File: config.mk
export PLATFORM = sky130hd
export DESIGN_NAME = pipeline_hazard_ctrl_flat
export DESIGN_NICKNAME = d
export VERILOG_FILES = /design/src/rtl/pipeline_hazard_ctrl_if.sv /design/src/rtl/pipeline_hazard_ctrl.sv /design/src/flat_wrapper.sv
export SDC_FILE = /design/constraint.sdc
export NUM_CORES = 1
export LEC_CHECK = 0
export ABC_AREA = 1
export CAP_MARGIN = 20
export CORE_MARGIN = 5
export CORE_UTILIZATION = 30
export CTS_BUF_LIST = sky130_fd_sc_hd__clkbuf_16
export CTS_CLUSTER_DIAMETER = 60
export DETAILED_ROUTE_END_ITERATION = 10
export PLACE_DENSITY = 0.65
export SETUP_SLACK_MARGIN = 0.15
export SLEW_MARGIN = 20
export SYNTH_ARGS = -nofsm -noshare
export SYNTH_HDL_FRONTEND = slang
export SYNTH_SLANG_ARGS = --single-unit
export TNS_END_PERCENT = 1
File: constraint.sdc
create_clock -name clk -period 2.4 [get_ports clk]
set_input_delay 0.48 -clock clk [delete_from_list [all_inputs] [get_ports clk]]
set_output_delay 0.48 -clock clk [all_outputs]
set_load 0.01 [all_outputs]
File: src/rtl/pipeline_hazard_ctrl_if.sv
// Signal bundle between the pipeline buffers and the hazard controller.
// The master side presents buffer fields; the slave side (controller) returns controls.
interface pipeline_hazard_ctrl_if #(
  parameter int unsigned CNT_W = 16
);
  logic [3:0]       id_ra1;
  logic [3:0]       id_ra2;
  logic [3:0]       ex_ra1;
  logic [3:0]       ex_ra2;
  logic [3:0]       ex_wa3;
  logic             ex_regwrite;
  logic             ex_memtoreg;
  logic [3:0]       mem_wa3;
  logic             mem_regwrite;
  logic [3:0]       wb_wa3;
  logic             wb_regwrite;
  logic             ex_br_taken;
  logic             mem_req;
  logic             mem_ack;
  logic             if_load;
  logic             ifid_flush;
  logic             idex_load;
  logic             idex_flush;
  logic             exmem_load;
  logic [1:0]       fwd_a;
  logic [1:0]       fwd_b;
  logic [1:0]       state;
  logic [CNT_W-1:0] stall_cnt;
  logic [CNT_W-1:0] flush_cnt;

  modport master (
    output id_ra1, id_ra2, ex_ra1, ex_ra2, ex_wa3, ex_regwrite, ex_memtoreg,
           mem_wa3, mem_regwrite, wb_wa3, wb_regwrite, ex_br_taken, mem_req, mem_ack,
    input  if_load, ifid_flush, idex_load, idex_flush, exmem_load, fwd_a, fwd_b, state,
           stall_cnt, flush_cnt
  );

  modport slave (
    input  id_ra1, id_ra2, ex_ra1, ex_ra2, ex_wa3, ex_regwrite, ex_memtoreg,
           mem_wa3, mem_regwrite, wb_wa3, wb_regwrite, ex_br_taken, mem_req, mem_ack,
    output if_load, ifid_flush, idex_load, idex_flush, exmem_load, fwd_a, fwd_b, state,
           stall_cnt, flush_cnt
  );
endinterface

File: src/rtl/pipeline_hazard_ctrl.sv
// Hazard controller for the IF/ID, ID/EX, EX/MEM buffers: load-use stalls, branch flushes,
// memory wait freezes, EX forwarding selects and saturating performance counters.
module pipeline_hazard_ctrl #(
  parameter int unsigned BRANCH_FLUSH = 2,
  parameter int unsigned CNT_W        = 16
) (
  input logic                   clk,
  input logic                   reset,
  pipeline_hazard_ctrl_if.slave io_hz
);
  localparam int unsigned FcW = (BRANCH_FLUSH > 1) ? $clog2(BRANCH_FLUSH) : 1;
  localparam logic [FcW-1:0] FlushInit = FcW'(BRANCH_FLUSH - 1);
  localparam logic [CNT_W-1:0] CntMax = '1;

  typedef enum logic [1:0] {
    StRun     = 2'd0,
    StLdStall = 2'd1,
    StMemWait = 2'd2,
    StFlush   = 2'd3
  } state_e;

  state_e           r_state, w_state_nxt;
  logic [FcW-1:0]   r_fcnt, w_fcnt_nxt;
  logic [CNT_W-1:0] r_stall_cnt, r_flush_cnt;
  logic             w_if_load, w_ifid_flush, w_idex_load, w_idex_flush, w_exmem_load;
  logic             w_br_event, w_mem_stall, w_load_use;
  logic [1:0]       w_fwd_a, w_fwd_b;

  assign w_mem_stall = io_hz.mem_req & ~io_hz.mem_ack;
  assign w_load_use  = io_hz.ex_regwrite & io_hz.ex_memtoreg &
                       ((io_hz.ex_wa3 == io_hz.id_ra1) | (io_hz.ex_wa3 == io_hz.id_ra2));

  always_comb begin
    w_state_nxt  = r_state;
    w_fcnt_nxt   = r_fcnt;
    w_if_load    = 1'b1;
    w_idex_load  = 1'b1;
    w_exmem_load = 1'b1;
    w_ifid_flush = 1'b0;
    w_idex_flush = 1'b0;
    w_br_event   = 1'b0;
    if (reset) begin
      w_if_load    = 1'b0;
      w_idex_load  = 1'b0;
      w_exmem_load = 1'b0;
      w_ifid_flush = 1'b1;
      w_idex_flush = 1'b1;
      w_state_nxt  = StRun;
      w_fcnt_nxt   = '0;
    end else if (w_mem_stall) begin
      // Freeze everything; a pending flush count is kept for after the access.
      w_if_load    = 1'b0;
      w_idex_load  = 1'b0;
      w_exmem_load = 1'b0;
      w_state_nxt  = StMemWait;
    end else if (r_state == StFlush) begin
      w_ifid_flush = 1'b1;
      w_idex_flush = 1'b1;
      w_fcnt_nxt   = (r_fcnt != '0) ? r_fcnt - 1'b1 : '0;
      w_state_nxt  = (w_fcnt_nxt == '0) ? StRun : StFlush;
    end else if (r_state == StMemWait && r_fcnt != '0) begin
      w_state_nxt = StFlush;
    end else begin
      w_state_nxt = StRun;
      if (io_hz.ex_br_taken) begin
        w_ifid_flush = 1'b1;
        w_idex_flush = 1'b1;
        w_br_event   = 1'b1;
        w_fcnt_nxt   = FlushInit;
        w_state_nxt  = (FlushInit != '0) ? StFlush : StRun;
      end else if (w_load_use && r_state != StLdStall) begin
        w_if_load    = 1'b0;
        w_idex_flush = 1'b1;
        w_state_nxt  = StLdStall;
      end
    end
  end

  always_comb begin
    w_fwd_a = 2'b00;
    w_fwd_b = 2'b00;
    if (!reset) begin
      if (io_hz.mem_regwrite && io_hz.mem_wa3 == io_hz.ex_ra1)     w_fwd_a = 2'b10;
      else if (io_hz.wb_regwrite && io_hz.wb_wa3 == io_hz.ex_ra1)  w_fwd_a = 2'b01;
      if (io_hz.mem_regwrite && io_hz.mem_wa3 == io_hz.ex_ra2)     w_fwd_b = 2'b10;
      else if (io_hz.wb_regwrite && io_hz.wb_wa3 == io_hz.ex_ra2)  w_fwd_b = 2'b01;
    end
  end

  always_ff @(posedge clk) begin
    if (reset) begin
      r_state     <= StRun;
      r_fcnt      <= '0;
      r_stall_cnt <= '0;
      r_flush_cnt <= '0;
    end else begin
      r_state <= w_state_nxt;
      r_fcnt  <= w_fcnt_nxt;
      if (!w_if_load && r_stall_cnt != CntMax) r_stall_cnt <= r_stall_cnt + 1'b1;
      if (w_br_event && r_flush_cnt != CntMax) r_flush_cnt <= r_flush_cnt + 1'b1;
    end
  end

  assign io_hz.if_load    = w_if_load;
  assign io_hz.ifid_flush = w_ifid_flush;
  assign io_hz.idex_load  = w_idex_load;
  assign io_hz.idex_flush = w_idex_flush;
  assign io_hz.exmem_load = w_exmem_load;
  assign io_hz.fwd_a      = w_fwd_a;
  assign io_hz.fwd_b      = w_fwd_b;
  // Registered values are masked while reset is held so they read as cleared immediately.
  assign io_hz.state      = reset ? 2'b00 : r_state;
  assign io_hz.stall_cnt  = reset ? '0 : r_stall_cnt;
  assign io_hz.flush_cnt  = reset ? '0 : r_flush_cnt;
endmodule
File: src/flat_wrapper.sv
// flat-port wrapper written by rule: the top's interface ports become plain ports
module pipeline_hazard_ctrl_flat 
#(
  parameter int unsigned BRANCH_FLUSH = 2,
  parameter int unsigned CNT_W        = 16
)
  (clk, reset, io_hz_id_ra1, io_hz_id_ra2, io_hz_ex_ra1, io_hz_ex_ra2, io_hz_ex_wa3, io_hz_ex_regwrite, io_hz_ex_memtoreg, io_hz_mem_wa3, io_hz_mem_regwrite, io_hz_wb_wa3, io_hz_wb_regwrite, io_hz_ex_br_taken, io_hz_mem_req, io_hz_mem_ack, io_hz_if_load, io_hz_ifid_flush, io_hz_idex_load, io_hz_idex_flush, io_hz_exmem_load, io_hz_fwd_a, io_hz_fwd_b, io_hz_state, io_hz_stall_cnt, io_hz_flush_cnt);
  pipeline_hazard_ctrl_if #(.CNT_W(CNT_W)) io_hz_i ();
  input logic clk;
  input logic reset;
  input wire logic [$bits(io_hz_i.id_ra1)-1:0] io_hz_id_ra1;
  input wire logic [$bits(io_hz_i.id_ra2)-1:0] io_hz_id_ra2;
  input wire logic [$bits(io_hz_i.ex_ra1)-1:0] io_hz_ex_ra1;
  input wire logic [$bits(io_hz_i.ex_ra2)-1:0] io_hz_ex_ra2;
  input wire logic [$bits(io_hz_i.ex_wa3)-1:0] io_hz_ex_wa3;
  input wire logic [$bits(io_hz_i.ex_regwrite)-1:0] io_hz_ex_regwrite;
  input wire logic [$bits(io_hz_i.ex_memtoreg)-1:0] io_hz_ex_memtoreg;
  input wire logic [$bits(io_hz_i.mem_wa3)-1:0] io_hz_mem_wa3;
  input wire logic [$bits(io_hz_i.mem_regwrite)-1:0] io_hz_mem_regwrite;
  input wire logic [$bits(io_hz_i.wb_wa3)-1:0] io_hz_wb_wa3;
  input wire logic [$bits(io_hz_i.wb_regwrite)-1:0] io_hz_wb_regwrite;
  input wire logic [$bits(io_hz_i.ex_br_taken)-1:0] io_hz_ex_br_taken;
  input wire logic [$bits(io_hz_i.mem_req)-1:0] io_hz_mem_req;
  input wire logic [$bits(io_hz_i.mem_ack)-1:0] io_hz_mem_ack;
  output wire logic [$bits(io_hz_i.if_load)-1:0] io_hz_if_load;
  output wire logic [$bits(io_hz_i.ifid_flush)-1:0] io_hz_ifid_flush;
  output wire logic [$bits(io_hz_i.idex_load)-1:0] io_hz_idex_load;
  output wire logic [$bits(io_hz_i.idex_flush)-1:0] io_hz_idex_flush;
  output wire logic [$bits(io_hz_i.exmem_load)-1:0] io_hz_exmem_load;
  output wire logic [$bits(io_hz_i.fwd_a)-1:0] io_hz_fwd_a;
  output wire logic [$bits(io_hz_i.fwd_b)-1:0] io_hz_fwd_b;
  output wire logic [$bits(io_hz_i.state)-1:0] io_hz_state;
  output wire logic [$bits(io_hz_i.stall_cnt)-1:0] io_hz_stall_cnt;
  output wire logic [$bits(io_hz_i.flush_cnt)-1:0] io_hz_flush_cnt;
  assign io_hz_i.id_ra1 = io_hz_id_ra1;
  assign io_hz_i.id_ra2 = io_hz_id_ra2;
  assign io_hz_i.ex_ra1 = io_hz_ex_ra1;
  assign io_hz_i.ex_ra2 = io_hz_ex_ra2;
  assign io_hz_i.ex_wa3 = io_hz_ex_wa3;
  assign io_hz_i.ex_regwrite = io_hz_ex_regwrite;
  assign io_hz_i.ex_memtoreg = io_hz_ex_memtoreg;
  assign io_hz_i.mem_wa3 = io_hz_mem_wa3;
  assign io_hz_i.mem_regwrite = io_hz_mem_regwrite;
  assign io_hz_i.wb_wa3 = io_hz_wb_wa3;
  assign io_hz_i.wb_regwrite = io_hz_wb_regwrite;
  assign io_hz_i.ex_br_taken = io_hz_ex_br_taken;
  assign io_hz_i.mem_req = io_hz_mem_req;
  assign io_hz_i.mem_ack = io_hz_mem_ack;
  assign io_hz_if_load = io_hz_i.if_load;
  assign io_hz_ifid_flush = io_hz_i.ifid_flush;
  assign io_hz_idex_load = io_hz_i.idex_load;
  assign io_hz_idex_flush = io_hz_i.idex_flush;
  assign io_hz_exmem_load = io_hz_i.exmem_load;
  assign io_hz_fwd_a = io_hz_i.fwd_a;
  assign io_hz_fwd_b = io_hz_i.fwd_b;
  assign io_hz_state = io_hz_i.state;
  assign io_hz_stall_cnt = io_hz_i.stall_cnt;
  assign io_hz_flush_cnt = io_hz_i.flush_cnt;
  pipeline_hazard_ctrl #(.BRANCH_FLUSH(BRANCH_FLUSH), .CNT_W(CNT_W)) u_core (.clk(clk), .reset(reset), .io_hz(io_hz_i));
endmodule
Word level (Yosys, flattened, before mapping)
Cells that the tools add are included.
Operators by class
  bitwise operators: 6
  equal/unequal tests: 12
  reductions and logical operators: 12
  muxes and demuxes: 41
  add/subtract/negate cells: 3
Operators with widths (number)
  adder 16 x 1 -> 16 bit (second input constant): 2
  2-to-1 mux 16 bit: 2
  inequality test 16 bit (second input constant): 2
  2-to-1 mux 1 bit: 29
  == test 4 bit: 6
  2-to-1 mux 2 bit: 10
  logical AND 1 bit: 8
  == test 2 bit (second input constant): 2
  inequality test 2 x 1 -> 1 bit (second input constant): 2
  bitwise AND 1 bit: 3
  AND reduction 3 bit: 1
  NOT 1 bit: 2
  nonzero test 2 bit: 1
  OR reduction 2 bit: 1
  zero test 1 bit: 1
  bitwise OR 1 bit: 1
  subtractor 1 bit (second input constant): 1
Word-level totals
  register bits: 35
  output and inout bits: 43
  word-level logic and storage cells: 79

Longest topological paths before layout
  depth in word-level cells: 12
  gate-level depth with buffers: 12
  gate-level depth less buffers: 11

Worst setup path before layout
No wires, ideal clock.
  path type: in2out
  start: input io_hz_mem_req
  end: output io_hz_if_load
  slack: 534 ps
  required time: 1920 ps
  path buffers: 1
  stages: 7
  data arrival time: 1386 ps
  path through: inv_1 > or2_1 > inv_1 > nor2_1 > nand2_2 > buf_2 > inv_2
Between the ends
  longest elaborated chain between the ends: 3
RTL lines
  from (decl): RTL line flat_wrapper.sv:23  | input wire logic [$bits(io_hz_i.mem_req)-1:0] io_hz_mem_req;
  bitwise AND 1 bit: RTL line pipeline_hazard_ctrl.sv:29  | assign w_mem_stall = io_hz.mem_req & ~io_hz.mem_ack;
  2-to-1 mux 1 bit: RTL line pipeline_hazard_ctrl.sv:50  | end else if (w_mem_stall) begin
  2-to-1 mux 1 bit: RTL line pipeline_hazard_ctrl.sv:42  | if (reset) begin
  to (decl): RTL line flat_wrapper.sv:25  | output wire logic [$bits(io_hz_i.if_load)-1:0] io_hz_if_load;
Every way passes these cells.

Final worst setup path
  start: input io_hz_id_ra2[2]
  end: output io_hz_if_load
Between the ends
  longest elaborated chain between the ends: 10
RTL lines
  from (decl): RTL line flat_wrapper.sv:12  | input wire logic [$bits(io_hz_i.id_ra2)-1:0] io_hz_id_ra2;
  == test 4 bit: RTL line pipeline_hazard_ctrl.sv:31  | ((io_hz.ex_wa3 == io_hz.id_ra1) | (io_hz.ex_wa3 == io_hz.id_ra2));
  bitwise OR 1 bit: RTL line pipeline_hazard_ctrl.sv:31
  bitwise AND 1 bit: RTL line pipeline_hazard_ctrl.sv:30  | assign w_load_use = io_hz.ex_regwrite & io_hz.ex_memtoreg &
  logical AND 1 bit: RTL line pipeline_hazard_ctrl.sv:71  | end else if (w_load_use && r_state != StLdStall) begin
  2-to-1 mux 1 bit: RTL line pipeline_hazard_ctrl.sv:71
  2-to-1 mux 1 bit: RTL line pipeline_hazard_ctrl.sv:65  | if (io_hz.ex_br_taken) begin
  2-to-1 mux 1 bit: RTL line pipeline_hazard_ctrl.sv:61  | end else if (r_state == StMemWait && r_fcnt != '0) begin
  2-to-1 mux 1 bit: RTL line pipeline_hazard_ctrl.sv:56  | end else if (r_state == StFlush) begin
  2-to-1 mux 1 bit: RTL line pipeline_hazard_ctrl.sv:50
  2-to-1 mux 1 bit: RTL line pipeline_hazard_ctrl.sv:42
Every way passes these cells.

==> key figures <==
Timing
  – Final Hold Vio Count: 0
  – Final setup viols: 0
  – Max_slew headroom: 0.709
  – RSZ-0062 raised after global routing: yes
  – Final slew viol count: 0
  – Setup_tns: 0 ns
  – Crit share post-route: 0.977
  – Final min period: between 2 and 2.5 ns
  – Slew of the pin with the lowest slew margin: between 0.4 and 0.5 ns
  – Peak Freq: roughly 0.43 GHz
  – Final setup skew: 0.00707 ns

Place
  – Final GP Congestion: 0.918
  – Post-DP HPWL: approximately 5700 um
  – # port buffers: 79

Layout
  – Nets: between 500 and 600
  – Layout cell share with drive strength beyond 1: 0.104
  – Filler cells: 879
  – Antenna cells: 0
  – Area grow syn2layout: 45.2%

Logic synthesis
  – YS warnings: 0
  – Synthesis-stage register bit count: 35
  – Sequential area share after synthesis: 0.273
  – Mapped Avg Cell Area: roughly 6 um2
  – Post-synth ARST share: 0
  – Post-synth EDFFs: 0
  – Synth Instances: ~430
  – Cell taking the most area after synthesis: dfxtp_1
  – Distinct cell type count after synthesis: 31
  – Count leader, synth: nand2_1
  – Commonest cells post-synth: 93 x nand2_1, 72 x inv_1, 70 x nor2_1, 35 x dfxtp_1, 33 x nand3_1
  – Syn Std Cell Area: about 2600 um2
  – Area contributors post-synth: dfxtp_1 27%, nand2_1 14%, inv_1 11%
  – Post-synth net total: approximately 470
  – Synth top area share: 0.273
  – Top FF cell, synth: dfxtp_1

Floorplan
  – Die Height: approximately 100 um
  – Die ar.: between 10,000 and 15,000 um2
  – Die Wd: between 100 and 150 um
  – Initial Util: 0.311
  – I/O pin count: 80
  – Row count: 33
  – Core box area: 8260 um2

Power
  – Clock share of power: 0.462
  – Psw: roughly 0.39 mW
  – Cell-internal power: approximately 1.2 mW
  – Sw frac: 0.246
  – Sequential Power Share: 0.376
  – Total power: between 1.5 and 2 mW
  – P_leak: 1.58 nW
  – Power density over the cells: roughly 430 nW/um2
  – Combinational power share: 0.162
  – Worst vdd ir: 0.000376 V

Clocking
  – Post-CTS Hold Fix Bufs: 0
  – Worst skew pair latency: approximately 0.28 ns
  – CTS tree: done
  – H-tree depth: 2
  – Clock transition at path regs: approximately 0.050 ns
  – Sink Count: 35
  – Clock Tree Root: clkbuf_16
  – Maximum root-to-sink buffer count: 2
  – TritonCTS Buffers: 5
  – Post-CTS setup buffer count: 0

GRT
  – Largest net degree at the start of global routing: 20
  – Tot GR Track Use: 0.142
  – First-pass GRT wire length: approximately 12,000 um
  – Remaining Overflow, GRT: 0
  – Initial antenna violation count: 0
  – Vias in the first global route: around 2,700

Detailed routing
  – Detailed Route WL: around 7000 um
  – DRT iter0 DRCs: around 110
  – Via density: 4.68
  – Via count: just under 3,000
  – WL/cell: roughly 12 um
  – Routed Antenna Nets: 0
  – Pre-Repair DR Iteration Count: 4
  – DRC: 0

Critical path
  – Crit path buffers/inverters: 4
  – Crit-path cells: clkdlybuf4s50_1, inv_1, nand2_1, nand2_1, nor2_1, nand2_1, nand2_1, nand3_2, nand2_2, inv_2, dlygate4sd2_1
  – Critical path launch point type: input pin
  – Reg2reg end: u_core.r_stall_cnt[11]$_SDFFE_PP0P_
  – CP dominant cell by count: nand2_1
  – CP max-delay cell: clkdlybuf4s50_1
  – CP Data Arrival Time: 1.87 ns
  – Worst reg-to-reg path cell count: 9
  – CP Capture Type: primary output
  – CP max FO: 2
  – Top delay family on crit path: buffers and inverters
  – Setup CP Type: input pin to primary output
  – R2r setup slk: roughly 0.34 ns
  – Max incr delay on CP: about 0.5 ns
  – Critical path required time: about 1.9 ns
  – Crit Reg-Reg Startpoint: u_core.r_stall_cnt[0]$_SDFFE_PP0P_

Status
  – Status: complete, no violations

Worst hold path
  – Hold Path Class: register to register
  – WHS Path Cells: 2
  – Worst Hold End: u_core.r_fcnt$_SDFFE_PP0P_
  – Hold path start: u_core.r_fcnt$_SDFFE_PP0P_

Flow run
  – Max-Cap Viols: 0
how the worst max path moves through the flow:
stage | depth (start not counted) | slack (ns) | endpoint | start
global route | 11 | -0.02 | io_hz_if_load | io_hz_id_ra2[3]
finish | 11 | 0.05 | io_hz_if_load | io_hz_id_ra2[2]
CTS | 7 | 0.01 | io_hz_idex_load | io_hz_mem_req
global placement | 7 | -0.21 | io_hz_fwd_a[0] | io_hz_wb_wa3[1]
detailed placement | 10 | -0.28 | io_hz_idex_flush | io_hz_ex_wa3[1]
floorplan | 7 | 0.53 | io_hz_if_load | io_hz_mem_req
metrics by stage:
step | cells | utilization | worst slack [ns] | hold slack (ns) | cell area [um2]
final | 624 | 0.452 | 0.0541 | 0.469 | 3730
after global routing | 624 | 0.452 | -0.0243 | 0.492 | 3730
after CTS | 624 | 0.449 | 0.0131 | 0.466 | 3710
after detailed placement | 616 | 0.429 | -0.282 | 0.456 | 3550
after global placement | 616 | 0.429 | -0.211 | 0.454 | 3550
after floorplan | 428 | - | 0.534 | 0.442 | 2570
layout make-up:
class / count / area (um2) / share of cell area
repair buffers: 95 / 898 / 0.241
multi-input cells: 307 / 1550 / 0.416
inverters: 74 / 278 / 0.0745
flip-flops and latches: 35 / 701 / 0.188
well taps: 105 / 131 / 0.0352
clock buffers: 5 / 125 / 0.0336
clock inverters: 3 / 43.8 / 0.0117
metal layers:
metal  up-vias  share of wire  GRT usage
li1       1527              -          -
met1      1316           0.45      0.174
met2        67           0.48      0.244
met3        10          0.052     0.0399
met4         0          0.013     0.0363
met5         -              0          0
power by group through the flow:
stage	sequential, mW	combinational [mW]	clock (mW)
6_report	0.602	0.260	0.740
2_1_floorplan	0.612	0.127	0
5_1_grt	0.604	0.289	0.779
3_3_place_gp	0.614	0.261	0
4_1_cts	0.602	0.260	0.763
3_5_place_dp	0.614	0.265	0
kinds of logic after synthesis:
family	Yosys count	synth area share
AO/OA/AOI/OAI	57	0.135
XOR/XNOR	18	0.0614
AND/OR/NAND/NOR	230	0.390
flip-flops	35	0.273
buffers and inverters	86	0.131
adder cells (fa/ha/maj)	2	0.00975
sequential cells by signal, indices dropped and copies added, names as in the netlist:
name                count
u_core.r_flush_cnt     16
u_core.r_state          2
u_core.r_fcnt           1
u_core.r_stall_cnt     16
cells in the final DEF (no fill, tap or decap), types with 2 or more instances in the layout:
cell / n
nand2_2: 3
o22ai_1: 6
inv_2: 3
nand2_4: 2
nor2_1: 68
nand3_1: 32
a21oi_2: 10
dlygate4sd2_1: 6
buf_2: 3
nor3_4: 2
dfxtp_1: 35
o21ai_0: 13
clkbuf_16: 5
inv_1: 71
dlymetal6s2s_1: 6
xor2_1: 15
nand4_1: 5
o21ai_1: 4
nor3_1: 17
nand2_1: 93
a21oi_1: 19
clkdlybuf4s50_1: 62
ha_1: 2
xnor2_1: 3
buf_4: 16
nor4_1: 2
nor2_2: 2
repair_timing:
action	CTS	global route
pin swaps	1	4
resized for setup	11	21
endpoints found under the setup margin	9	8
cloned	0	0
tightest hold or removal path, cell delays in order (launching register included):
cell and delay [ns]:
dfxtp_1 0.31, inv_1 0.05, o22ai_1 0.06
Power figures use the tool's default switching activity.
